===== config.mk =====
export PLATFORM = sky130hd
export DESIGN_NAME = usrt_tx_flat
export DESIGN_NICKNAME = d
export VERILOG_FILES = /design/src/rtl/usrt_tx_if.sv /design/src/rtl/usrt_tx.sv /design/src/flat_wrapper.sv
export SDC_FILE = /design/constraint.sdc
export NUM_CORES = 1
export LEC_CHECK = 0
export CORE_MARGIN = 2
export CORE_UTILIZATION = 40
export DETAILED_ROUTE_END_ITERATION = 16
export PLACE_DENSITY = 0.63
export SETUP_SLACK_MARGIN = 0.2
export SLEW_MARGIN = 20
export SYNTH_ARGS = -nofsm -noshare
export SYNTH_HDL_FRONTEND = slang
export SYNTH_SLANG_ARGS = --single-unit

===== constraint.sdc =====
create_clock -name clk -period 2.2 [get_ports clk]
set_input_delay 0.66 -clock clk [delete_from_list [all_inputs] [get_ports clk]]
set_output_delay 0.66 -clock clk [all_outputs]
set_load 0.05 [all_outputs]

===== src/rtl/usrt_tx_if.sv =====
// rtl/usrt_tx_if.sv - request handshake and serial line of the USRT transmitter
interface usrt_tx_if;
  logic [7:0] tx_data;
  logic       tx_start;
  logic       busy;
  logic       tx_done;
  logic       usrt_tx;
  logic       usrt_clk;

  modport master (
    output tx_data, tx_start,
    input  busy, tx_done, usrt_tx, usrt_clk
  );

  modport slave (
    input  tx_data, tx_start,
    output busy, tx_done, usrt_tx, usrt_clk
  );
endinterface


===== src/rtl/usrt_tx.sv =====
// rtl/usrt_tx.sv - USRT transmitter: start/8 data LSB first/stop framing with a free-running usrt_clk
module usrt_tx #(
  parameter int HALF_DIV = 16
) (
  input  logic     clk,
  input  logic     rst,
  usrt_tx_if.slave bus
);
  localparam int DIV_W = (HALF_DIV > 1) ? $clog2(HALF_DIV) : 1;
  localparam logic [DIV_W-1:0] DIV_LAST = DIV_W'(HALF_DIV - 1);

  typedef enum logic [1:0] {IDLE, ARMED, SHIFT} state_t;

  state_t           state, state_nxt;
  logic [DIV_W-1:0] div_cnt;
  logic [3:0]       bit_cnt, bit_cnt_nxt;
  logic [9:0]       shreg, shreg_nxt;
  logic             line, line_nxt;
  logic             done, done_nxt;
  logic             sclk;
  logic             div_term;
  logic             rise_evt;

  assign div_term = (div_cnt == DIV_LAST);
  assign rise_evt = div_term && !sclk;

  always_ff @(posedge clk or negedge rst) begin
    if (!rst) begin
      div_cnt <= '0;
      sclk    <= 1'b0;
    end else if (div_term) begin
      div_cnt <= '0;
      sclk    <= ~sclk;
    end else begin
      div_cnt <= div_cnt + 1'b1;
    end
  end

  always_ff @(posedge clk or negedge rst) begin
    if (!rst) begin
      state   <= IDLE;
      shreg   <= '0;
      bit_cnt <= '0;
      line    <= 1'b1;
      done    <= 1'b0;
    end else begin
      state   <= state_nxt;
      shreg   <= shreg_nxt;
      bit_cnt <= bit_cnt_nxt;
      line    <= line_nxt;
      done    <= done_nxt;
    end
  end

  // Line updates coincide with the usrt_clk rise so the far end samples mid-bit on the fall.
  always_comb begin
    state_nxt   = state;
    shreg_nxt   = shreg;
    bit_cnt_nxt = bit_cnt;
    line_nxt    = line;
    done_nxt    = 1'b0;
    case (state)
      IDLE: begin
        line_nxt = 1'b1;
        if (bus.tx_start) begin
          shreg_nxt   = {1'b1, bus.tx_data, 1'b0};
          bit_cnt_nxt = '0;
          state_nxt   = ARMED;
        end
      end
      ARMED: begin
        if (rise_evt) begin
          line_nxt  = shreg[0];
          state_nxt = SHIFT;
        end
      end
      SHIFT: begin
        if (rise_evt) begin
          if (bit_cnt < 4'd9) begin
            shreg_nxt   = {1'b1, shreg[9:1]};
            line_nxt    = shreg[1];
            bit_cnt_nxt = bit_cnt + 4'd1;
          end else begin
            line_nxt  = 1'b1;
            state_nxt = IDLE;
            done_nxt  = 1'b1;
          end
        end
      end
      default: state_nxt = IDLE;
    endcase
  end

  assign bus.busy     = (state != IDLE);
  assign bus.tx_done  = done;
  assign bus.usrt_tx  = line;
  assign bus.usrt_clk = sclk;
endmodule


===== src/flat_wrapper.sv =====
// flat-port wrapper written by rule: the top's interface ports become plain ports
module usrt_tx_flat 
#(
  parameter int HALF_DIV = 16
)
  (clk, rst, bus_tx_data, bus_tx_start, bus_busy, bus_tx_done, bus_usrt_tx, bus_usrt_clk);
  usrt_tx_if bus_i ();
  input  logic clk;
  input  logic rst;
  input wire logic [$bits(bus_i.tx_data)-1:0] bus_tx_data;
  input wire logic [$bits(bus_i.tx_start)-1:0] bus_tx_start;
  output wire logic [$bits(bus_i.busy)-1:0] bus_busy;
  output wire logic [$bits(bus_i.tx_done)-1:0] bus_tx_done;
  output wire logic [$bits(bus_i.usrt_tx)-1:0] bus_usrt_tx;
  output wire logic [$bits(bus_i.usrt_clk)-1:0] bus_usrt_clk;
  assign bus_i.tx_data = bus_tx_data;
  assign bus_i.tx_start = bus_tx_start;
  assign bus_busy = bus_i.busy;
  assign bus_tx_done = bus_i.tx_done;
  assign bus_usrt_tx = bus_i.usrt_tx;
  assign bus_usrt_clk = bus_i.usrt_clk;
  usrt_tx #(.HALF_DIV(HALF_DIV)) u_core (.clk(clk), .rst(rst), .bus(bus_i));
endmodule

# Word level (Yosys, flattened, before mapping)
# Cells that the tools add are included.
word_totals:
  latchBits: 0
  mem_bits_ro: 0
  n_memories: 0
  register_bits: 23
  word_cells: 49
  ramBits: 0
classes:
  mux: 21
  div: 0
  n_lt_le_gt_ge: 1
  n_bitwise: 1
  add_sub_neg: 2
  eq_ne: 8
  n_mul: 0
  shift: 0
  n_reduce_logical: 9
ops:
  columns: ["operator", "count"]
  rows:
  - ["$mux W10", 3]
  - ["$pmux W10 S2", 1]
  - ["$mux W4", 4]
  - ["$add A4 B1 Y4 const B", 2]
  - ["$mux W2", 4]
  - ["$pmux W4 S2", 1]
  - ["$reduce_and A4 Y1", 2]
  - ["$mux W1", 6]
  - ["$ne A2 B1 Y1 const B", 3]
  - ["$pmux W2 S3", 1]
  - ["$eq A4 B4 Y1 const B", 1]
  - ["$lt A4 B4 Y1 const B", 1]
  - ["$ne A2 B2 Y1 const B", 2]
  - ["$reduce_bool A2 Y1", 2]
  - ["$pmux W1 S3", 1]
  - ["$reduce_and A3 Y1", 1]
  - ["$reduce_bool A3 Y1", 1]
  - ["$eq A2 B1 Y1 const B", 1]
  - ["$eq A2 B2 Y1 const B", 1]
  - ["$logic_not A2 Y1", 1]
  - ["$logic_and A1 B1 Y1", 1]
  - ["$logic_not A1 Y1", 1]
  - ["$not A1 Y1", 1]

# Logic depth before layout (Yosys ltp)
# Gate-level depths: netlist (run 1).
logic_depth:
  word_depth: 4
  depth_mapped: 7

# Least setup slack after synthesis (run 1)
# OpenSTA, ideal clock, no wires.
synth_path:
  path_kind: "reg-to-reg"
  start: "register u_core.sclk (netlist: u_core.bus.usrt_clk)"
  end: "register u_core.shreg[1]"
  setup_time_ns: 0.125
  setup_slack_ns: 0.323
  arrival_time_ns: 1.752
  path_buffers: 1
  period_less_slack_ns: 1.877
  required_ns: 2.075
  stages_incl_launch_ff: 6
  path_cell_list: "dfrtp_1 > nand4b_2 > a21o_1 > buf_6 > a21oi_4 > mux2_2"
synth_via:
  elab_chain_cells: 4
synth_rtl:
  columns: ["item", "line", "rtl"]
  rows:
  - ["start, declared", "usrt_tx.sv:20", "logic sclk;"]
  - ["start signal, assigned", "usrt_tx.sv:33", "sclk <= ~sclk;"]
  - ["$logic_not A1 Y1", "usrt_tx.sv:25", "assign rise_evt = div_term && !sclk;"]
  - ["$logic_and A1 B1 Y1", "usrt_tx.sv:25", null]
  - ["$ne A2 B1 Y1 (no line)", null, null]
  - ["$reduce_and A4 Y1 (no line)", null, null]
  - ["end signal, assigned", "usrt_tx.sv:48", "shreg <= shreg_nxt;"]
  - ["end, declared", "usrt_tx.sv:17", "logic [9:0] shreg, shreg_nxt;"]
# No other way between the ends.
# A chain may end at the register's enable or synchronous reset.

# Worst setup path after layout (run 1)
layout_path:
  start: "register u_core.state[0]"
  end: "output bus_busy"
layout_via:
  elab_chain_cells: 1
layout_rtl:
  columns: ["item", "line", "rtl"]
  rows:
  - ["start, declared", "usrt_tx.sv:14", "state_t state, state_nxt;"]
  - ["start signal, assigned", "usrt_tx.sv:47", "state <= state_nxt;"]
  - ["$reduce_bool A2 Y1", "usrt_tx.sv:94", "assign bus.busy = (state != IDLE);"]
  - ["end, declared", "flat_wrapper.sv:12", "output wire logic [$bits(bus_i.busy)-1:0] bus_busy;"]
# No other way between the ends.

==> impl_metrics.py, run 1 <==
metrics = {
    "outcome": {
        "outcome": "completed",
    },
    "critical_path": {
        "start_kind": "register",
        "critPathRequiredTime_ps": 1540,
        "crit_path_frequent_cell": "inv_1",
        "crit_path_top_delay_cell": "dfrtp_2",
        "crit_fanout": 4,
        "r2r-start": "u_core.div_cnt[0]$_DFF_PN0_",
        "critPathArrivalTime_ps": 1260,
        "endpoint_kind": "output port",
        "cpPeakStageDelay_ps": 430,
        "rrSetupSlack_ps": 330,
        "startpoint": "u_core.state[0]$_DFFE_PN0P_",
        "rr_worst_depth": 5,
        "r2r-end": "u_core.shreg[2]$_DFFE_PN0P_",
        "setup.worst_path.class": "reg2out",
        "crit_chain": "inv_1 > ha_4 > inv_1 > buf_12",
    },
    "detailed_routing": {
        "routed_wl_um": 2260,
        "first_iter_violations": 9,
        "drc": 0,
        "firstDrtPassIters": 4,
        "routedWlPerCell_um": 13.5,
        "ant_nets": 0,
        "vias": 908,
        "via_per_inst": 5.44,
    },
    "die": {
        "io_pins": 15,
        "core_mm2": 0.00300,
        "die_h_um": 59.7,
        "row_count": 20,
        "initial_core_util_pct": 41.3,
        "dieArea_mm2": 0.00356,
        "die_x_um": 59.7,
    },
    "logic_synthesis": {
        "async_flop_share_pct": 100,
        "synth_seq_cells": 23,
        "yosysSeqAreaShare_pct": 46.5,
        "synth_warnings": 0,
        "synth.distinct_cells": 31,
        "synth-main-ff-cell": "dfrtp_1",
        "synth_nets": 131,
        "syn_area_mm2": 0.00124,
        "synth_area_leaders": "dfrtp_1 (44%), mux2_2 (16%), ha_1 (8.1%)",
        "yosys.area.top_type": "dfrtp_1",
        "syn_avg_cell_area_um2": 11.1,
        "synth_edf_count": 0,
        "synth_top_area_share_pct": 44.4,
        "syn_inst": 112,
    },
    "placed_design": {
        "dpl.cell_count": 160,
        "gp_congestion": 0.802,
        "port_buffers": 14,
        "hpwl_um": 1600,
    },
    "finish": {
        "final_cell_mix": "dfrtp_1 (21), mux2_2 (18), nand2_1 (12)",
        "nFillCells": 282,
        "stdcell_count": 167,
        "mostFrequentLayoutCell": "dfrtp_1",
        "final_nets": 154,
        "register_area_um2": 578,
        "multiInputGateArea_um2": 639,
        "drive_gt1_share_pct": 31.3,
        "num_antenna_cells": 0,
        "area_growth_pct": 22.0,
    },
    "sta": {
        "rsz0062_at_grt": "false",
        "worst_slew_pin_slew_ps": 535,
        "hold_viol_final": 0,
        "slew_viol_final": 0,
        "fin_crit_sh_pct": 87.1,
        "fin_skew_ps": 3.95,
        "setup_viol": 0,
        "max_slew_margin_pct": 64.1,
        "period_minus_slack_ps": 1920,
        "fmax_ghz": 0.522,
    },
    "min_path": {
        "hold_depth": 1,
        "hold_end": "u_core.shreg[9]$_DFFE_PN0P_",
        "hold_class": "reg2reg",
        "holdCritStartpoint": "u_core.shreg[9]$_DFFE_PN0P_",
    },
    "power_and_ir_drop": {
        "power_density_mw_per_mm2": 1140,
        "power_w": 0.00173,
        "leakage_nw": 0.665,
        "ir_drop_mv": 0.419,
    },
    "clocking": {
        "cts_buffers": 3,
        "clockRootBuffer": "clkbuf_4",
        "hold_buffers": 0,
        "cts_num_sinks": 23,
        "cts_tree": "yes",
        "h-tree-depth": 1,
        "clk_pin_slew_worst_paths_ps": 130,
        "cts_buffer_depth": 2,
        "clock_latency_ps": 310,
    },
    "grt": {
        "antenna_found_initial": 0,
        "grtUsageTotal_pct": 14.6,
        "grt-ovfl-total": 0,
        "grt_max_degree": 24,
        "grt_pass1_wl_um": 3930,
        "grt_pass1_vias": 897,
    },
    "flow_run": {
        "maxCapViolations": 0,
    },
}
## how the worst max path moves through the flow
stage	endpoint	slack, ps	cells past startpoint
5_1_grt	u_core.shreg[2]$_DFFE_PN0P_	200	5
3_3_place_gp	u_core.shreg[3]$_DFFE_PN0P_	-30	5
4_1_cts	u_core.shreg[2]$_DFFE_PN0P_	210	5
6_report	bus_busy	280	4
2_1_floorplan	u_core.shreg[1]$_DFFE_PN0P_	320	5
3_5_place_dp	u_core.shreg[6]$_DFFE_PN0P_	-80	5
## where the power goes
group          switching [W]  internal [W]
Sequential         0.0000655      0.000550
Clock               0.000129     0.0000678
Combinational       0.000455      0.000464
Total               0.000649       0.00108
## layout make-up
cell class | instances | share of cell area [%]
Multi-Input combinational cell | 78 | 42.2
Sequential cell | 23 | 38.2
Timing Repair Buffer | 21 | 13.1
Tap cell | 33 | 2.73
Inverter | 8 | 1.98
Clock buffer | 3 | 1.49
Clock inverter | 1 | 0.331
## sequential cells by signal (all words and copies together) (netlist names)
register / cells
u_core.bit_cnt: 4
u_core.bus.tx_done: 1
u_core.bus.usrt_clk: 1
u_core.bus.usrt_tx: 1
u_core.div_cnt: 4
u_core.shreg: 10
u_core.state: 2
## timing repair
item                                    in CTS  in global routing
pin swaps                                    0                  1
buffers inserted                             2                  0
gates resized for setup                      3                  6
gates cloned                                 0                  1
endpoints found under the setup margin       3                  9
## cell usage after synthesis, drive strengths merged, types with 2 or more instances
cell    count
ha          8
a31oi       3
a21oi       2
buf         3
inv         8
dfrtp      22
nand2      12
nand3       7
nand2b      2
o21ai       5
nor2        5
mux2       18
## worst max-delay path, delay by kind of cell, from the launching register on
family	cells	cell delay (ps)
fa+ha+maj	1	160
flops	1	430
buf+inv	3	360
## kinds of logic (layout without fill, tap and decap cells)
kind of cell,after synthesis,count (layout),synth area share (%)
and+or+nand+nor,31,31,12.6
DFF,23,23,46.5
muxes,19,19,17.1
AOI/OAI and AO/OA,18,19,10.6
buffers and inverters,12,33,4.44
adders and majority gates,8,8,8.06
xor gates and xnor gates,1,1,0.706
## metal layers
metal / wire length, um / vias up / track usage [%]
met5: 0 / - / 0
met1: 1050 / 446 / 19.3
met2: 1110 / 18 / 24.1
met4: 17 / 0 / 4.76
met3: 79 / 4 / 2.60
li1: - / 440 / -
## through the flow
step	utilization [%]	setup TNS [ps]	area (um2)	worst slack (ps)	hold WS, ps
6_report	50.4	0	1510	285	479
5_1_grt	50.4	0	1510	196	510
4_1_cts	49.4	0	1480	209	483
3_5_place_dp	48.0	-570	1440	-80.2	451
3_3_place_gp	48.0	-254	1440	-32.9	454
2_1_floorplan	-	0	1240	323	364
Power figures use the tool's default switching activity.
==> run 2, diff against run 1 <==
PLACE_DENSITY = 0.58   (was 0.63)
==> run 2 against run 1 <==
Count of clock-buffer cells in the layout is the same. Wire length grew 4.1%. Clock skew grew 2.0 ps. First-iteration DRC count grew to 3.0 times the previous value. Worst setup slack is essentially flat. Combinational power grew 0.5%.
==> impl_metrics.py, run 2 (synthesized netlist as in run 1, its figures left out) <==
metrics = {
    "min_path": {
        "holdCritStartpoint": "u_core.shreg[9]$_DFFE_PN0P_",
        "hold_class": "reg2reg",
    },
    "sta": {
        "fmax_ghz": 0.522,
        "worst_slew_pin_slew_ps": 493,
        "period_minus_slack_ps": 1910,
        "fin_skew_ps": 5.97,
        "fin_crit_sh_pct": 87.0,
        "rsz0062_at_grt": "false",
        "setup_viol": 0,
        "hold_viol_final": 0,
        "max_slew_margin_pct": 66.9,
        "setup_tns_ps": 0,
        "slew_viol_final": 0,
    },
    "critical_path": {
        "crit_path_frequent_cell": "inv_1",
        "start_kind": "register",
        "endpoint_kind": "output port",
        "crit_path_top_delay_cell": "dfrtp_1",
        "crit_chain": "inv_1 > ha_4 > inv_1 > buf_12",
        "critPathRequiredTime_ps": 1540,
        "setup.worst_path.class": "reg2out",
        "cpPeakStageDelay_ps": 410,
        "crit_fanout": 4,
        "startpoint": "u_core.state[0]$_DFFE_PN0P_",
        "critPathArrivalTime_ps": 1250,
        "r2r-start": "u_core.div_cnt[0]$_DFF_PN0_",
    },
    "die": {
        "core_mm2": 0.00300,
        "die_x_um": 59.7,
        "io_pins": 15,
        "initial_core_util_pct": 41.3,
        "row_count": 20,
        "die_h_um": 59.7,
        "dieArea_mm2": 0.00356,
    },
    "power_and_ir_drop": {
        "leakage_nw": 0.672,
        "p_int_w": 0.00109,
        "ir_drop_mv": 0.591,
        "clockPowerShare_pct": 11.7,
        "p_switching_w": 0.000651,
        "p_seq_share_pct": 35.1,
        "combPwrFrac_pct": 53.1,
        "switching_share_pct": 37.4,
        "power_density_mw_per_mm2": 1140,
    },
    "clocking": {
        "cts_buffers": 3,
        "clockRootBuffer": "clkbuf_4",
        "h-tree-depth": 1,
        "cts_num_sinks": 23,
        "clock_latency_ps": 320,
        "clk_pin_slew_worst_paths_ps": 140,
        "cts_tree": "yes",
        "cts_buffer_depth": 2,
    },
    "placed_design": {
        "hpwl_um": 1630,
        "dpl.cell_count": 161,
        "port_buffers": 14,
        "placed_cell_area_mm2": 0.00145,
        "gp_congestion": 0.829,
    },
    "outcome": {
        "outcome": "completed",
    },
    "finish": {
        "largest_reg_flops": 10,
        "reg.largest.list": "u_core.shreg: 10 flops, u_core.bit_cnt: 4 flops, u_core.div_cnt: 4 flops",
        "mostFrequentLayoutCell": "dfrtp_1",
        "final_cell_mix": "dfrtp_1 (22), mux2_2 (18), nand2_1 (12)",
        "top_register": "u_core.shreg",
        "final_nets": 155,
        "num_antenna_cells": 0,
        "stdcell_count": 168,
        "fin_util_pct": 50.7,
        "drive_gt1_share_pct": 32.6,
        "area_growth_pct": 22.6,
        "final_area_mm2": 0.00152,
    },
    "detailed_routing": {
        "vias": 881,
        "first_iter_violations": 27,
        "routedWlPerCell_um": 14.0,
        "firstDrtPassIters": 4,
        "ant_nets": 0,
        "drc": 0,
        "via_per_inst": 5.24,
        "routed_wl_um": 2350,
    },
    "grt": {
        "antenna_found_initial": 0,
        "grt-ovfl-total": 0,
        "grt_pass1_vias": 916,
        "grt_pass1_wl_um": 4050,
        "grt_max_degree": 24,
        "grtUsageTotal_pct": 15.0,
    },
    "flow_run": {
        "maxCapViolations": 0,
    },
}
## run 2: cell types whose count changed in the layout (fill, tap and decap cells not counted)
cell,delta
dlygate4sd2_1,-1
dfrtp_2,-1
buf_4,+2
ha_2,+1
dfrtp_1,+1
ha_1,-1
## run 2: repair_timing
action	in CTS	in global routing
gates cloned	0	1
resized for setup	2	6
setup endpoints to repair	7	9
hold buffers	0	0
buffers inserted	2	0
pin swaps	1	1
## run 2: power groups by stage
stage	clock, W	combinational (W)	sequential [W]
floorplan	0	0.000571	0.000642
global placement	0	0.000819	0.000624
detailed placement	0	0.000839	0.000631
CTS	0.000216	0.000884	0.000610
global route	0.000232	0.00102	0.000628
finish	0.000204	0.000924	0.000611
## run 2: path summary, 6_finish.rpt
check | endpoint | slack (ps) | cells after the start
max | bus_busy | 290 | 4
min | u_core.shreg[9]$_DFFE_PN0P_ | 480 | 1
min in group asynchronous | u_core.state[0]$_DFFE_PN0P_ | 670 | 2
max in group asynchronous | u_core.bus.usrt_tx$_DFFE_PN1P_ | 1240 | 2
max reg2reg | u_core.shreg[4]$_DFFE_PN0P_ | 330 | 5
min reg2reg | u_core.shreg[9]$_DFFE_PN0P_ | 480 | 1
## run 2: cell type report
| cell class | count | area (um2) |
|---|---|---|
| clock buffer | 3 | 22.5 |
| inverter | 8 | 30.0 |
| timing repair buffer | 22 | 204 |
| tap | 33 | 41.3 |
| multi-input combinational | 78 | 642 |
| sequential | 23 | 577 |
| clock inverter | 1 | 5.00 |
| fill | 294 | 1480 |
## run 2: through the flow
step           setup slack, ps  hold slack (ps)  power [W]
2_1_floorplan              323              364    0.00121
3_3_place_gp             -38.4              455    0.00144
3_5_place_dp             -74.2              453    0.00147
4_1_cts                    208              485    0.00171
5_1_grt                    219              526    0.00188
6_report                   285              480    0.00174
## run 2: routing by layer
layer  wire length, um  track usage, %  part of all wire, %
met1              1090            19.8                   46
met2              1170            25.0                   50
met3                69            3.90                  2.9
met4                17            2.86                 0.72
met5                 0               0                    0
## run 2: critical path, delay by kind of cell, from the launching register on
kind,cells,cell delay (ps)
fa+ha+maj,1,160
buf+inv,3,350
flops,1,410
